File: src/rtl/apb2axi_pkg.sv
// Shared types for the APB-to-AXI completion path: completion payload,
// arbitration source and output-slot state.
package apb2axi_pkg;

    typedef struct packed {
        logic [7:0] tag;
        logic [1:0] resp;
        logic [7:0] num_beats;
        logic       error;
        logic [7:0] err_beat_idx;
    } completion_entry_t;

    typedef enum logic {
        SRC_RD = 1'b0,
        SRC_WR = 1'b1
    } arb_src_e;

    typedef enum logic {
        ST_IDLE = 1'b0,
        ST_HOLD = 1'b1
    } arb_state_e;

endpackage

File: src/rtl/apb2axi_cpl_arbiter_if.sv
// Valid/ready completion channel; master drives vld/entry, slave drives rdy.
interface apb2axi_cpl_arbiter_if;

    logic                          vld;
    apb2axi_pkg::completion_entry_t entry;
    logic                          rdy;

    modport master (output vld, output entry, input rdy);
    modport slave  (input vld, input entry, output rdy);

endinterface

File: src/rtl/apb2axi_arb2_pick.sv
// Two-way grant selection: round-robin, or read priority with a write
// starvation guard. grant[0] = read, grant[1] = write.
module apb2axi_arb2_pick
    import apb2axi_pkg::*;
#(
    parameter int unsigned STARVE_LIMIT = 4
) (
    input  logic       rd_vld,
    input  logic       wr_vld,
    input  logic       mode,
    input  arb_src_e   last_grant,
    input  logic [3:0] starve_cnt,
    output logic [1:0] grant
);

    localparam logic [3:0] LIMIT = 4'(STARVE_LIMIT);

    always_comb begin
        grant = 2'b00;
        if (rd_vld && wr_vld) begin
            if (mode) begin
                grant = (starve_cnt == LIMIT) ? 2'b10 : 2'b01;
            end else begin
                grant = (last_grant == SRC_WR) ? 2'b01 : 2'b10;
            end
        end else if (rd_vld) begin
            grant = 2'b01;
        end else if (wr_vld) begin
            grant = 2'b10;
        end
    end

endmodule

File: src/rtl/apb2axi_cpl_arbiter.sv
// Merges read and write completion queues into a single registered
// completion slot toward the directory, with per-source accept counters.
module apb2axi_cpl_arbiter
    import apb2axi_pkg::*;
#(
    parameter int unsigned ARB_MODE     = 0,
    parameter int unsigned STARVE_LIMIT = 4,
    parameter int unsigned CNT_W        = 16
) (
    input  logic                         pclk,
    input  logic                         preset,
    apb2axi_cpl_arbiter_if.slave         rd_cpl,
    apb2axi_cpl_arbiter_if.slave         wr_cpl,
    apb2axi_cpl_arbiter_if.master        cq_dir_cpl,
    output logic [CNT_W-1:0]             arb_rd_cnt,
    output logic [CNT_W-1:0]             arb_wr_cnt,
    output logic                         arb_busy
);

    localparam logic [3:0] LIMIT = 4'(STARVE_LIMIT);

    arb_state_e        state;
    arb_src_e          last_grant;
    logic [3:0]        starve_cnt;
    completion_entry_t slot;
    logic [1:0]        grant;
    logic              grant_rd, grant_wr;
    logic              can_load, rd_hs, wr_hs, in_hs, out_hs;

    apb2axi_arb2_pick #(
        .STARVE_LIMIT(STARVE_LIMIT)
    ) u_pick (
        .rd_vld    (rd_cpl.vld),
        .wr_vld    (wr_cpl.vld),
        .mode      (ARB_MODE != 0),
        .last_grant(last_grant),
        .starve_cnt(starve_cnt),
        .grant     (grant)
    );

    assign {grant_wr, grant_rd} = grant;

    assign out_hs   = (state == ST_HOLD) && cq_dir_cpl.rdy;
    assign can_load = (state == ST_IDLE) || out_hs;

    // Ready is held low throughout reset so nothing is accepted then dropped.
    assign rd_cpl.rdy = !preset && can_load && grant_rd;
    assign wr_cpl.rdy = !preset && can_load && grant_wr;

    assign rd_hs = rd_cpl.vld && rd_cpl.rdy;
    assign wr_hs = wr_cpl.vld && wr_cpl.rdy;
    assign in_hs = rd_hs || wr_hs;

    assign cq_dir_cpl.vld   = (state == ST_HOLD);
    assign cq_dir_cpl.entry = slot;
    assign arb_busy         = (state == ST_HOLD);

    always_ff @(posedge pclk or posedge preset) begin
        if (preset) begin
            state      <= ST_IDLE;
            slot       <= '0;
            last_grant <= SRC_WR;
        end else if (in_hs) begin
            state      <= ST_HOLD;
            slot       <= rd_hs ? rd_cpl.entry : wr_cpl.entry;
            last_grant <= rd_hs ? SRC_RD : SRC_WR;
        end else if (out_hs) begin
            state <= ST_IDLE;
        end
    end

    // Counts reads granted over a waiting write; any write grant or idle write side clears it.
    always_ff @(posedge pclk or posedge preset) begin
        if (preset) begin
            starve_cnt <= 4'd0;
        end else if (wr_hs || !wr_cpl.vld) begin
            starve_cnt <= 4'd0;
        end else if (rd_hs && (starve_cnt < LIMIT)) begin
            starve_cnt <= starve_cnt + 4'd1;
        end
    end

    always_ff @(posedge pclk or posedge preset) begin
        if (preset) begin
            arb_rd_cnt <= '0;
            arb_wr_cnt <= '0;
        end else begin
            if (rd_hs && (arb_rd_cnt != '1)) begin
                arb_rd_cnt <= arb_rd_cnt + 1'b1;
            end
            if (wr_hs && (arb_wr_cnt != '1)) begin
                arb_wr_cnt <= arb_wr_cnt + 1'b1;
            end
        end
    end

endmodule

File: src/flat_wrapper.sv
// flat-port wrapper written by rule: the top's interface ports become plain ports
module apb2axi_cpl_arbiter_flat import apb2axi_pkg::*;
#(
    parameter int unsigned ARB_MODE     = 0,
    parameter int unsigned STARVE_LIMIT = 4,
    parameter int unsigned CNT_W        = 16
)
  (pclk, preset, arb_rd_cnt, arb_wr_cnt, arb_busy, rd_cpl_vld, rd_cpl_entry, rd_cpl_rdy, wr_cpl_vld, wr_cpl_entry, wr_cpl_rdy, cq_dir_cpl_vld, cq_dir_cpl_entry, cq_dir_cpl_rdy);
  apb2axi_cpl_arbiter_if rd_cpl_i ();
  apb2axi_cpl_arbiter_if wr_cpl_i ();
  apb2axi_cpl_arbiter_if cq_dir_cpl_i ();
  input  logic pclk;
  input  logic preset;
  output logic [CNT_W-1:0] arb_rd_cnt;
  output logic [CNT_W-1:0] arb_wr_cnt;
  output logic arb_busy;
  input wire logic [$bits(rd_cpl_i.vld)-1:0] rd_cpl_vld;
  input wire logic [$bits(rd_cpl_i.entry)-1:0] rd_cpl_entry;
  output wire logic [$bits(rd_cpl_i.rdy)-1:0] rd_cpl_rdy;
  input wire logic [$bits(wr_cpl_i.vld)-1:0] wr_cpl_vld;
  input wire logic [$bits(wr_cpl_i.entry)-1:0] wr_cpl_entry;
  output wire logic [$bits(wr_cpl_i.rdy)-1:0] wr_cpl_rdy;
  output wire logic [$bits(cq_dir_cpl_i.vld)-1:0] cq_dir_cpl_vld;
  output wire logic [$bits(cq_dir_cpl_i.entry)-1:0] cq_dir_cpl_entry;
  input wire logic [$bits(cq_dir_cpl_i.rdy)-1:0] cq_dir_cpl_rdy;
  assign rd_cpl_i.vld = rd_cpl_vld;
  assign rd_cpl_i.entry = rd_cpl_entry;
  assign rd_cpl_rdy = rd_cpl_i.rdy;
  assign wr_cpl_i.vld = wr_cpl_vld;
  assign wr_cpl_i.entry = wr_cpl_entry;
  assign wr_cpl_rdy = wr_cpl_i.rdy;
  assign cq_dir_cpl_vld = cq_dir_cpl_i.vld;
  assign cq_dir_cpl_entry = cq_dir_cpl_i.entry;
  assign cq_dir_cpl_i.rdy = cq_dir_cpl_rdy;
  apb2axi_cpl_arbiter #(.ARB_MODE(ARB_MODE), .STARVE_LIMIT(STARVE_LIMIT), .CNT_W(CNT_W)) u_core (.pclk(pclk), .preset(preset), .rd_cpl(rd_cpl_i), .wr_cpl(wr_cpl_i), .cq_dir_cpl(cq_dir_cpl_i), .arb_rd_cnt(arb_rd_cnt), .arb_wr_cnt(arb_wr_cnt), .arb_busy(arb_busy));
endmodule
File: config.mk
export PLATFORM = sky130hd
export DESIGN_NAME = apb2axi_cpl_arbiter_flat
export DESIGN_NICKNAME = d
export VERILOG_FILES = /design/src/rtl/apb2axi_pkg.sv /design/src/rtl/apb2axi_cpl_arbiter_if.sv /design/src/rtl/apb2axi_arb2_pick.sv /design/src/rtl/apb2axi_cpl_arbiter.sv /design/src/flat_wrapper.sv
export SDC_FILE = /design/constraint.sdc
export NUM_CORES = 1
export LEC_CHECK = 0
export CAP_MARGIN = 40
export CORE_UTILIZATION = 56
export DETAILED_ROUTE_END_ITERATION = 16
export DONT_BUFFER_PORTS = 1
export PLACE_DENSITY = 0.83
export SLEW_MARGIN = 20
export SYNTH_ARGS = -nofsm -noshare
export SYNTH_HDL_FRONTEND = slang
export SYNTH_SLANG_ARGS = --single-unit
File: constraint.sdc
create_clock -name pclk -period 3.7 [get_ports pclk]
set_clock_uncertainty 0.15 [all_clocks]
set_input_delay 0.555 -clock pclk [delete_from_list [all_inputs] [get_ports pclk]]
set_output_delay 0.555 -clock pclk [all_outputs]
set_load 0.03 [all_outputs]
Yosys cells after proc, flatten, opt, wreduce, memory -nomap -nowiden. Cells that the tools add are included.

Flip-flop bits (word level): 61. Input bits: 59. Output and inout bits: 63. Logic and storage cells: 35.

$add $sub $neg: 2. Equal/unequal tests: 2. Muxes and demuxes: 8. Bitwise logic cells: 1. Reduce and logical (&&, ||, !) cells: 13.

Operator list (count): $add A16 B1 Y16 const B (2); $ne A16 B16 Y1 const B (2); $mux W27 (1); $logic_and A1 B1 Y1 (9); $mux W2 (4); $mux W1 (3); $logic_or A1 B1 Y1 (2); $reduce_bool A2 Y1 (1); $logic_not A1 Y1 (1); $not A1 Y1 (1).

Logic depth before layout (Yosys ltp). Gate-level depths: netlist (run 1).

Depth after elaboration: 7. Depth in mapped cells: 7. Depth with buffers taken out: 6.

By module. From an unflattened synthesis (run 1), not the netlist that was laid out.

Cells, all modules: 301. Area, all modules: 3258.1 um2.

By module, submodules not included: apb2axi_cpl_arbiter (instances 1, cells an instance 294, area each 3213.1 um2, seq. area each 1627.8 um2); apb2axi_arb2_pick (instances 1, cells an instance 7, area each 45.0 um2, seq. area each 0.0 um2).

Worst setup path after synthesis (run 1). No wires, ideal clock.

Path kind: input-to-output. Start: input preset. End: output rd_cpl_rdy. Arrival: 3.262 ns. Data required time: 2.995 ns. Slack: -0.267 ns. Cell stages on the path: 5. Path buffers: 2. Cells stage by stage: clkinv_1 > nand4_1 > inv_1 > clkbuf_1 > clkbuf_1.

Longest elaborated chain between the ends: 3.

RTL lines: start, declared (RTL line flat_wrapper.sv:13) `input logic preset;`; $logic_not A1 Y1 (RTL line apb2axi_cpl_arbiter.sv:47) `assign rd_cpl.rdy = !preset && can_load && grant_rd;`; $logic_and A1 B1 Y1 (2 in a row) (RTL line apb2axi_cpl_arbiter.sv:47); end, declared (RTL line flat_wrapper.sv:19) `output wire logic [$bits(rd_cpl_i.rdy)-1:0] rd_cpl_rdy;`.

Every way passes these cells.

Worst setup path after layout (run 1).
Start: input preset. End: output wr_cpl_rdy.

Longest elaborated chain between the ends: 3.

RTL lines: $logic_not A1 Y1 (RTL line apb2axi_cpl_arbiter.sv:48) `assign wr_cpl.rdy = !preset && can_load && grant_wr;`; $logic_and A1 B1 Y1 (2 in a row) (RTL line apb2axi_cpl_arbiter.sv:48); end, declared (RTL line flat_wrapper.sv:22) `output wire logic [$bits(wr_cpl_i.rdy)-1:0] wr_cpl_rdy;`.

Every way passes these cells.

==> results of run 1 <==
critical path, stage by stage:
cell	delay, ns
dlygate4sd3_1	0.55
clkinv_2	0.14
nand4_4	0.31
inv_1	0.48
state kept, by name (all words and copies together) (netlist names):
register / count
u_core.arb_busy: 1
u_core.arb_rd_cnt: 16
u_core.arb_wr_cnt: 16
u_core.cq_dir_cpl.entry: 27
u_core.last_grant: 1
where the power goes:
part	internal [mW]	switching, mW
Clock	0.294	0.238
Sequential	0.820	0.481
Combinational	0.123	0.144
what timing repair did:
item                                   4_1_cts  5_1_grt
setup endpoints to repair                    0        0
endpoints found under the hold margin        5        0
hold buffers                                 1        0
gates resized for setup                      0        0
cell families (layout without fill, tap and decap cells):
logic type               count (synthesis)  after routing  synth area share
AO/OA/AOI/OAI                           33             33            0.0679
XOR/XNOR                                27             27            0.0833
adder cells (fa/ha/maj)                  2              2           0.00882
buffers and inverters                   16             25            0.0229
flip-flops                              61             61             0.538
multiplexers                            28             28            0.0992
AND/OR/NAND/NOR                        100            100             0.179
final cells by class:
type	count	area, um^2
Fill cell	391	1690
Sequential cell	61	1530
Multi-Input combinational cell	190	1240
Clock buffer	14	173
Tap cell	67	83.8
Timing Repair Buffer	6	47.5
Inverter	4	16.3
Clock inverter	1	5.00
how the worst max path moves through the flow:
stage                               start                          end  slack (ns)  cells after the start
final                              preset                   wr_cpl_rdy        0.96                      4
after global routing               preset        u_core.arb_wr_cnt[15]        0.85                      6
after CTS                          preset                   wr_cpl_rdy        0.93                      4
after detailed placement  u_core.arb_busy  u_core.cq_dir_cpl.entry[25]        1.10                      6
after global placement    u_core.arb_busy        u_core.arb_wr_cnt[13]        1.17                      5
after floorplan                    preset                   rd_cpl_rdy        0.59                      5
stage by stage:
stage	cells	worst slack, ns	cell area [um^2]	hold WS, ns	total power [mW]
after floorplan	267	0.589	2840	0.334	1.49
after global placement	327	1.17	2910	0.180	1.56
after detailed placement	327	1.10	2910	0.183	1.58
after CTS	343	0.930	3100	0.177	2.12
after global routing	343	0.846	3100	0.191	2.20
final	343	0.959	3100	0.190	2.10
cell usage in the layout, fill, tap and decap left out, types with 2 or more instances in the layout:
cell type / synthesis / routed
a21oi_1: 2 / 2
nand3_1: 13 / 13
clkinv_2: 0 / 2
dfrtp_1: 60 / 60
clkbuf_8: 0 / 12
and4_1: 4 / 4
buf_4: 1 / 5
mux2i_1: 27 / 27
and3_1: 4 / 4
o21ai_0: 27 / 27
nor3_1: 7 / 7
nor2_1: 10 / 10
nand2b_1: 2 / 2
a31oi_1: 2 / 2
ha_1: 2 / 2
nand4_1: 10 / 10
clkbuf_1: 9 / 2
inv_1: 3 / 2
nand2_1: 44 / 44
xnor2_1: 14 / 14
xor2_1: 13 / 13
routing by layer:
metal | GRT usage | up-vias | routed length (um)
met5 | 0 | - | 0
met4 | 0.129 | 0 | 96
met3 | 0.0704 | 8 | 472
met2 | 0.381 | 86 | 3000
met1 | 0.289 | 967 | 2350
li1 | - | 932 | -
==> run_summary.xml, run 1 <==
<?xml version="1.0" encoding="UTF-8"?>
<metrics>
  <group name="synthesis">
    <metric name="synthesis.area_per_instance" unit="um^2">10.6</metric>
    <metric name="synth_warnings" unit="">0</metric>
    <metric name="synth.top_cells.by_area" unit="">dfrtp_1, mux2i_1, nand2_1, o21ai_0, xnor2_1</metric>
    <metric name="synth.cell_area" unit="um^2">2840</metric>
    <metric name="synthDominantCellAreaShare" unit="">0.529</metric>
    <metric name="synth_edf_count" unit="">0</metric>
    <metric name="ys_seq_elements" unit="">61</metric>
    <metric name="most_frequent_cell_after_synthesis" unit="">dfrtp_1</metric>
    <metric name="netlist_top_cells_count" unit="">dfrtp_1, nand2_1, mux2i_1, o21ai_0, xnor2_1</metric>
    <metric name="area_leader_netlist" unit="">dfrtp_1</metric>
    <metric name="number_of_unique_standard_cell_types_used_by_synthesis" unit="">32</metric>
    <metric name="synthesis.nets" unit="">328</metric>
    <metric name="synthArstFlopShare" unit="">1.00</metric>
    <metric name="postSynthCellCount" unit="">267</metric>
    <metric name="sequential_to_total_area_share_from_yosys_stat" unit="">0.538</metric>
    <metric name="synth-main-ff-cell" unit="">dfrtp_1</metric>
  </group>
  <group name="setup_path">
    <metric name="cp_max_fo" unit="">16</metric>
    <metric name="timing_worst_setup_path_type" unit="">input pin to output pin</metric>
    <metric name="rrSetupSlack" unit="ns">1.03</metric>
    <metric name="r2r.worst_path.cells" unit="">5</metric>
    <metric name="reg2reg_from" unit="">u_core.arb_busy</metric>
    <metric name="worst_ep_required_time" unit="ns">2.99</metric>
    <metric name="worstSetupEndpointType" unit="">output pin</metric>
    <metric name="kind_of_launch_point_of_the_worst_setup_path" unit="">input pin</metric>
    <metric name="cp.arrival" unit="ns">2.04</metric>
    <metric name="worstReg2RegEnd" unit="">u_core.arb_wr_cnt[15]</metric>
  </group>
  <group name="cts">
    <metric name="insertion_delay" unit="ns">0.33</metric>
    <metric name="clock_path_buffers" unit="">2</metric>
    <metric name="cts_num_sinks" unit="">61</metric>
    <metric name="post-cts-setup-buffer-count" unit="">0</metric>
    <metric name="cts_tree" unit="">done</metric>
    <metric name="root_buf_cell" unit="">clkbuf_8</metric>
    <metric name="clk_transition_reported_paths" unit="ns">0.07</metric>
    <metric name="ctsHtreeMaxLevel" unit="">3</metric>
    <metric name="cts_made_buffers" unit="">9</metric>
  </group>
  <group name="finish">
    <metric name="post-route-util" unit="">0.647</metric>
    <metric name="design.final.nets" unit="">333</metric>
    <metric name="drive_gt1_frac" unit="">0.0942</metric>
    <metric name="antenna_cells_inserted" unit="">0</metric>
    <metric name="area.growth.synth_to_final" unit="%">9.17</metric>
  </group>
  <group name="detailed_routing">
    <metric name="wirelength" unit="um">5920</metric>
    <metric name="drtAntennaViolNets" unit="">0</metric>
    <metric name="via_count" unit="">1993</metric>
    <metric name="wl_per_cell" unit="um">17.3</metric>
    <metric name="vias_per_cell" unit="">5.81</metric>
    <metric name="starting_drc_count_in_detailed_routing" unit="">109</metric>
    <metric name="first_pass_iters" unit="">6</metric>
    <metric name="drt_drc_violations_left" unit="">0</metric>
  </group>
  <group name="timing">
    <metric name="max_slew.worst_pin.slew" unit="ns">0.693</metric>
    <metric name="timing.final.crit_share" unit="">0.741</metric>
    <metric name="grt_setup_unrepaired" unit="">false</metric>
    <metric name="fmax" unit="MHz">365</metric>
    <metric name="report.final.hold_viol_count" unit="">0</metric>
    <metric name="slew_headroom" unit="">0.538</metric>
    <metric name="final.min_clock_period" unit="ns">2.74</metric>
    <metric name="final.setup.tns" unit="ns">0</metric>
    <metric name="timing.final.max_slew_violations" unit="">0</metric>
    <metric name="report.final.setup_viol" unit="">0</metric>
  </group>
  <group name="floorplan">
    <metric name="initial_core_util" unit="">0.593</metric>
    <metric name="chipWidth" unit="um">73.2</metric>
    <metric name="die_height" unit="um">73.2</metric>
    <metric name="floorplan.core_area" unit="um^2">4790</metric>
    <metric name="floorplan.io_pins" unit="">122</metric>
    <metric name="floorplan.die_area" unit="um^2">5360</metric>
    <metric name="core.rowCount" unit="">25</metric>
  </group>
  <group name="power_and_ir_drop">
    <metric name="vdd_ir_drop_max" unit="mV">0.382</metric>
    <metric name="leakage_dissipation" unit="nW">1.39</metric>
    <metric name="pwr_density_cell" unit="nW/um^2">678</metric>
  </group>
  <group name="global_routing">
    <metric name="antenna_found_initial" unit="">0</metric>
    <metric name="global_route_wire_length_before_repair" unit="um">9340</metric>
    <metric name="grt_use_total" unit="">0.238</metric>
    <metric name="congestion_overflow_gr" unit="">0</metric>
    <metric name="grt_start_max_net_pins" unit="">57</metric>
    <metric name="first_global_vias" unit="">1950</metric>
  </group>
  <group name="hold_path">
    <metric name="whs_path_depth" unit="">2</metric>
    <metric name="worstHoldPathType" unit="">input pin to register</metric>
    <metric name="hold_path_end" unit="">u_core.cq_dir_cpl.entry[26]</metric>
    <metric name="timing.hold.worst.start" unit="">rd_cpl_entry[26]</metric>
  </group>
  <group name="outcome">
    <metric name="outcome" unit="">completed</metric>
  </group>
  <group name="flow_run">
    <metric name="cap_violations" unit="">0</metric>
  </group>
  <group name="placed_design">
    <metric name="gp_congestion" unit="">0.842</metric>
    <metric name="io_buffer_count" unit="">0</metric>
    <metric name="dp_hpwl" unit="um">4270</metric>
  </group>
</metrics>
(Power assumes the default switching activity.)
==> run 2: changes to the inputs <==
==> constraint.sdc (replaced) <==
create_clock -name pclk -period 2.45 [get_ports pclk]
set_clock_uncertainty 0.15 [all_clocks]
set_input_delay 0.3675 -clock pclk [delete_from_list [all_inputs] [get_ports pclk]]
set_output_delay 0.3675 -clock pclk [all_outputs]
set_load 0.03 [all_outputs]
==> run 2 against run 1 <==
Net effect: setup slack worse by 0.72 ns; die area unchanged; clock-buffer cell count down 1; highest routed layer unchanged; power up 53%; sequential share of layout area down 2.2 points.
==> run_summary.xml, run 2 (synthesis gave the netlist of run 1 again) <==
<?xml version="1.0" encoding="UTF-8"?>
<metrics>
  <group name="setup_path">
    <metric name="worst_path_largest_cell_delay" unit="ns">0.53</metric>
    <metric name="critical-path-slowest-cell" unit="">dfstp_2</metric>
    <metric name="worstSetupEndpointType" unit="">output pin</metric>
    <metric name="cp_max_fo" unit="">20</metric>
    <metric name="series_of_cell_instances_along_the_critical_path" unit="">nand2b_1, nand4_1, clkinv_1, buf_4</metric>
    <metric name="critical_path.top_delay_family" unit="">flip-flops</metric>
    <metric name="cp.arrival" unit="ns">1.70</metric>
    <metric name="timing_worst_setup_path_type" unit="">register to output pin</metric>
    <metric name="kind_of_launch_point_of_the_worst_setup_path" unit="">register</metric>
    <metric name="path_buf_inv" unit="">2</metric>
    <metric name="worst_ep_required_time" unit="ns">1.93</metric>
  </group>
  <group name="power_and_ir_drop">
    <metric name="clockPowerShare" unit="">0.227</metric>
    <metric name="power.share.combinational" unit="">0.227</metric>
    <metric name="part_of_the_power_in_registers" unit="">0.546</metric>
    <metric name="switching_share" unit="">0.407</metric>
    <metric name="cell_internal_pwr" unit="mW">1.91</metric>
    <metric name="netSwitchingPower" unit="mW">1.31</metric>
    <metric name="pwr_density_cell" unit="nW/um^2">991</metric>
    <metric name="leakage_dissipation" unit="nW">1.50</metric>
    <metric name="vdd_ir_drop_max" unit="mV">0.563</metric>
  </group>
  <group name="timing">
    <metric name="final.setup.tns" unit="ns">0</metric>
    <metric name="fmax" unit="MHz">452</metric>
    <metric name="timing.final.max_slew_violations" unit="">0</metric>
    <metric name="max_slew.worst_pin.slew" unit="ns">0.735</metric>
    <metric name="report.final.setup_viol" unit="">0</metric>
    <metric name="grt_setup_unrepaired" unit="">false</metric>
    <metric name="final.min_clock_period" unit="ns">2.21</metric>
    <metric name="report.final.hold_viol_count" unit="">0</metric>
    <metric name="slew_headroom" unit="">0.510</metric>
    <metric name="timing.final.crit_share" unit="">0.903</metric>
  </group>
  <group name="finish">
    <metric name="final_common_cell" unit="">dfrtp_1</metric>
    <metric name="area.growth.synth_to_final" unit="%">14.4</metric>
    <metric name="summed_area_of_non_filler_cells_in_the_final_layout" unit="um^2">3250</metric>
    <metric name="largest_register_ffs" unit="">27</metric>
    <metric name="design.final.nets" unit="">355</metric>
    <metric name="drive_gt1_frac" unit="">0.161</metric>
    <metric name="leading_cell_types_in_the_layout_fill_and_taps_excluded" unit="">dfrtp_1, nand2_1, buf_4</metric>
    <metric name="antenna_cells_inserted" unit="">0</metric>
    <metric name="post-route-util" unit="">0.678</metric>
  </group>
  <group name="global_routing">
    <metric name="antenna_found_initial" unit="">0</metric>
    <metric name="first_global_vias" unit="">1990</metric>
    <metric name="grt_use_total" unit="">0.226</metric>
    <metric name="congestion_overflow_gr" unit="">0</metric>
    <metric name="global_route_wire_length_before_repair" unit="um">9110</metric>
    <metric name="grt_start_max_net_pins" unit="">62</metric>
  </group>
  <group name="flow_run">
    <metric name="cap_violations" unit="">0</metric>
  </group>
  <group name="cts">
    <metric name="cts_made_buffers" unit="">9</metric>
    <metric name="cts-resized-gates" unit="">0</metric>
    <metric name="post-cts-setup-buffer-count" unit="">0</metric>
    <metric name="clock_path_buffers" unit="">2</metric>
    <metric name="insertion_delay" unit="ns">0.32</metric>
    <metric name="cts_num_sinks" unit="">61</metric>
    <metric name="postCtsHoldBufs" unit="">0</metric>
    <metric name="ctsHtreeMaxLevel" unit="">3</metric>
    <metric name="cts_tree" unit="">done</metric>
    <metric name="root_buf_cell" unit="">clkbuf_8</metric>
    <metric name="clk_transition_reported_paths" unit="ns">0.06</metric>
  </group>
  <group name="detailed_routing">
    <metric name="wl_per_cell" unit="um">15.6</metric>
    <metric name="wirelength" unit="um">5700</metric>
    <metric name="drt_drc_violations_left" unit="">0</metric>
    <metric name="first_pass_iters" unit="">6</metric>
    <metric name="via_count" unit="">2070</metric>
    <metric name="vias_per_cell" unit="">5.67</metric>
    <metric name="starting_drc_count_in_detailed_routing" unit="">104</metric>
    <metric name="drtAntennaViolNets" unit="">0</metric>
  </group>
  <group name="floorplan">
    <metric name="initial_core_util" unit="">0.593</metric>
    <metric name="floorplan.io_pins" unit="">122</metric>
    <metric name="core.rowCount" unit="">25</metric>
    <metric name="chipWidth" unit="um">73.2</metric>
    <metric name="floorplan.die_area" unit="um^2">5360</metric>
    <metric name="floorplan.core_area" unit="um^2">4790</metric>
    <metric name="die_height" unit="um">73.2</metric>
  </group>
  <group name="placed_design">
    <metric name="dp_hpwl" unit="um">4290</metric>
    <metric name="placed_area" unit="um^2">3090</metric>
    <metric name="gp_congestion" unit="">0.870</metric>
    <metric name="io_buffer_count" unit="">0</metric>
  </group>
  <group name="hold_path">
    <metric name="worstHoldPathType" unit="">input pin to asynchronous set/reset pin</metric>
  </group>
  <group name="outcome">
    <metric name="outcome" unit="">completed</metric>
  </group>
</metrics>
-- run 2: cell types whose count changed in the layout (fill, tap and decap cells not counted), sizes merged --
cell and change:
buf +23, clkbuf -1, clkinv +1, dlygate4sd3 -1
-- run 2: power by group through the flow --
stage	registers, mW	logic [mW]	clock network, mW
after detailed placement	1.77	0.741	0
after floorplan	1.90	0.350	0
final	1.76	0.730	0.732
after CTS	1.76	0.737	0.752
after global routing	1.79	0.804	0.800
after global placement	1.76	0.714	0
-- run 2: worst paths after layout --
path                                 startpoint                           to  slack, ns  cells past startpoint
setup / recovery              u_core.last_grant                   rd_cpl_rdy       0.24                      4
hold / removal                           preset         u_core.arb_wr_cnt[0]      0.006                      2
setup reg to reg           u_core.arb_wr_cnt[0]        u_core.arb_wr_cnt[15]       0.30                      6
hold reg to reg               u_core.last_grant            u_core.last_grant       0.36                      2
max in group asynchronous                preset         u_core.arb_rd_cnt[8]       1.65                      2
min in group pclk              rd_cpl_entry[16]  u_core.cq_dir_cpl.entry[16]       0.01                      2
-- run 2: per-layer routing --
metal	vias up	global-route usage	share of wire
li1	980	-	-
met1	983	0.268	0.40
met2	100	0.376	0.51
met3	7	0.0691	0.083
met4	0	0.107	0.013
met5	-	0	0
-- run 2: cell type report --
class	instances	area, um^2
clock inverter	2	10.0
clock buffer	13	149
multi-input combinational	190	1240
fill	369	1540
sequential	61	1530
inverter	4	20.0
timing repair buffer	28	210
tap	67	83.8
-- run 2: per-stage QoR --
| step | total power [mW] | hold WS [ns] | setup WS, ns | instances |
|---|---|---|---|---|
| 2_1_floorplan | 2.25 | 0.114 | 0.0581 | 267 |
| 3_3_place_gp | 2.48 | 0.338 | 0.405 | 350 |
| 3_5_place_dp | 2.51 | 0.343 | 0.310 | 350 |
| 4_1_cts | 3.25 | 0.00251 | 0.211 | 365 |
| 5_1_grt | 3.39 | 0.00780 | 0.118 | 365 |
| 6_report | 3.22 | 0.00574 | 0.237 | 365 |
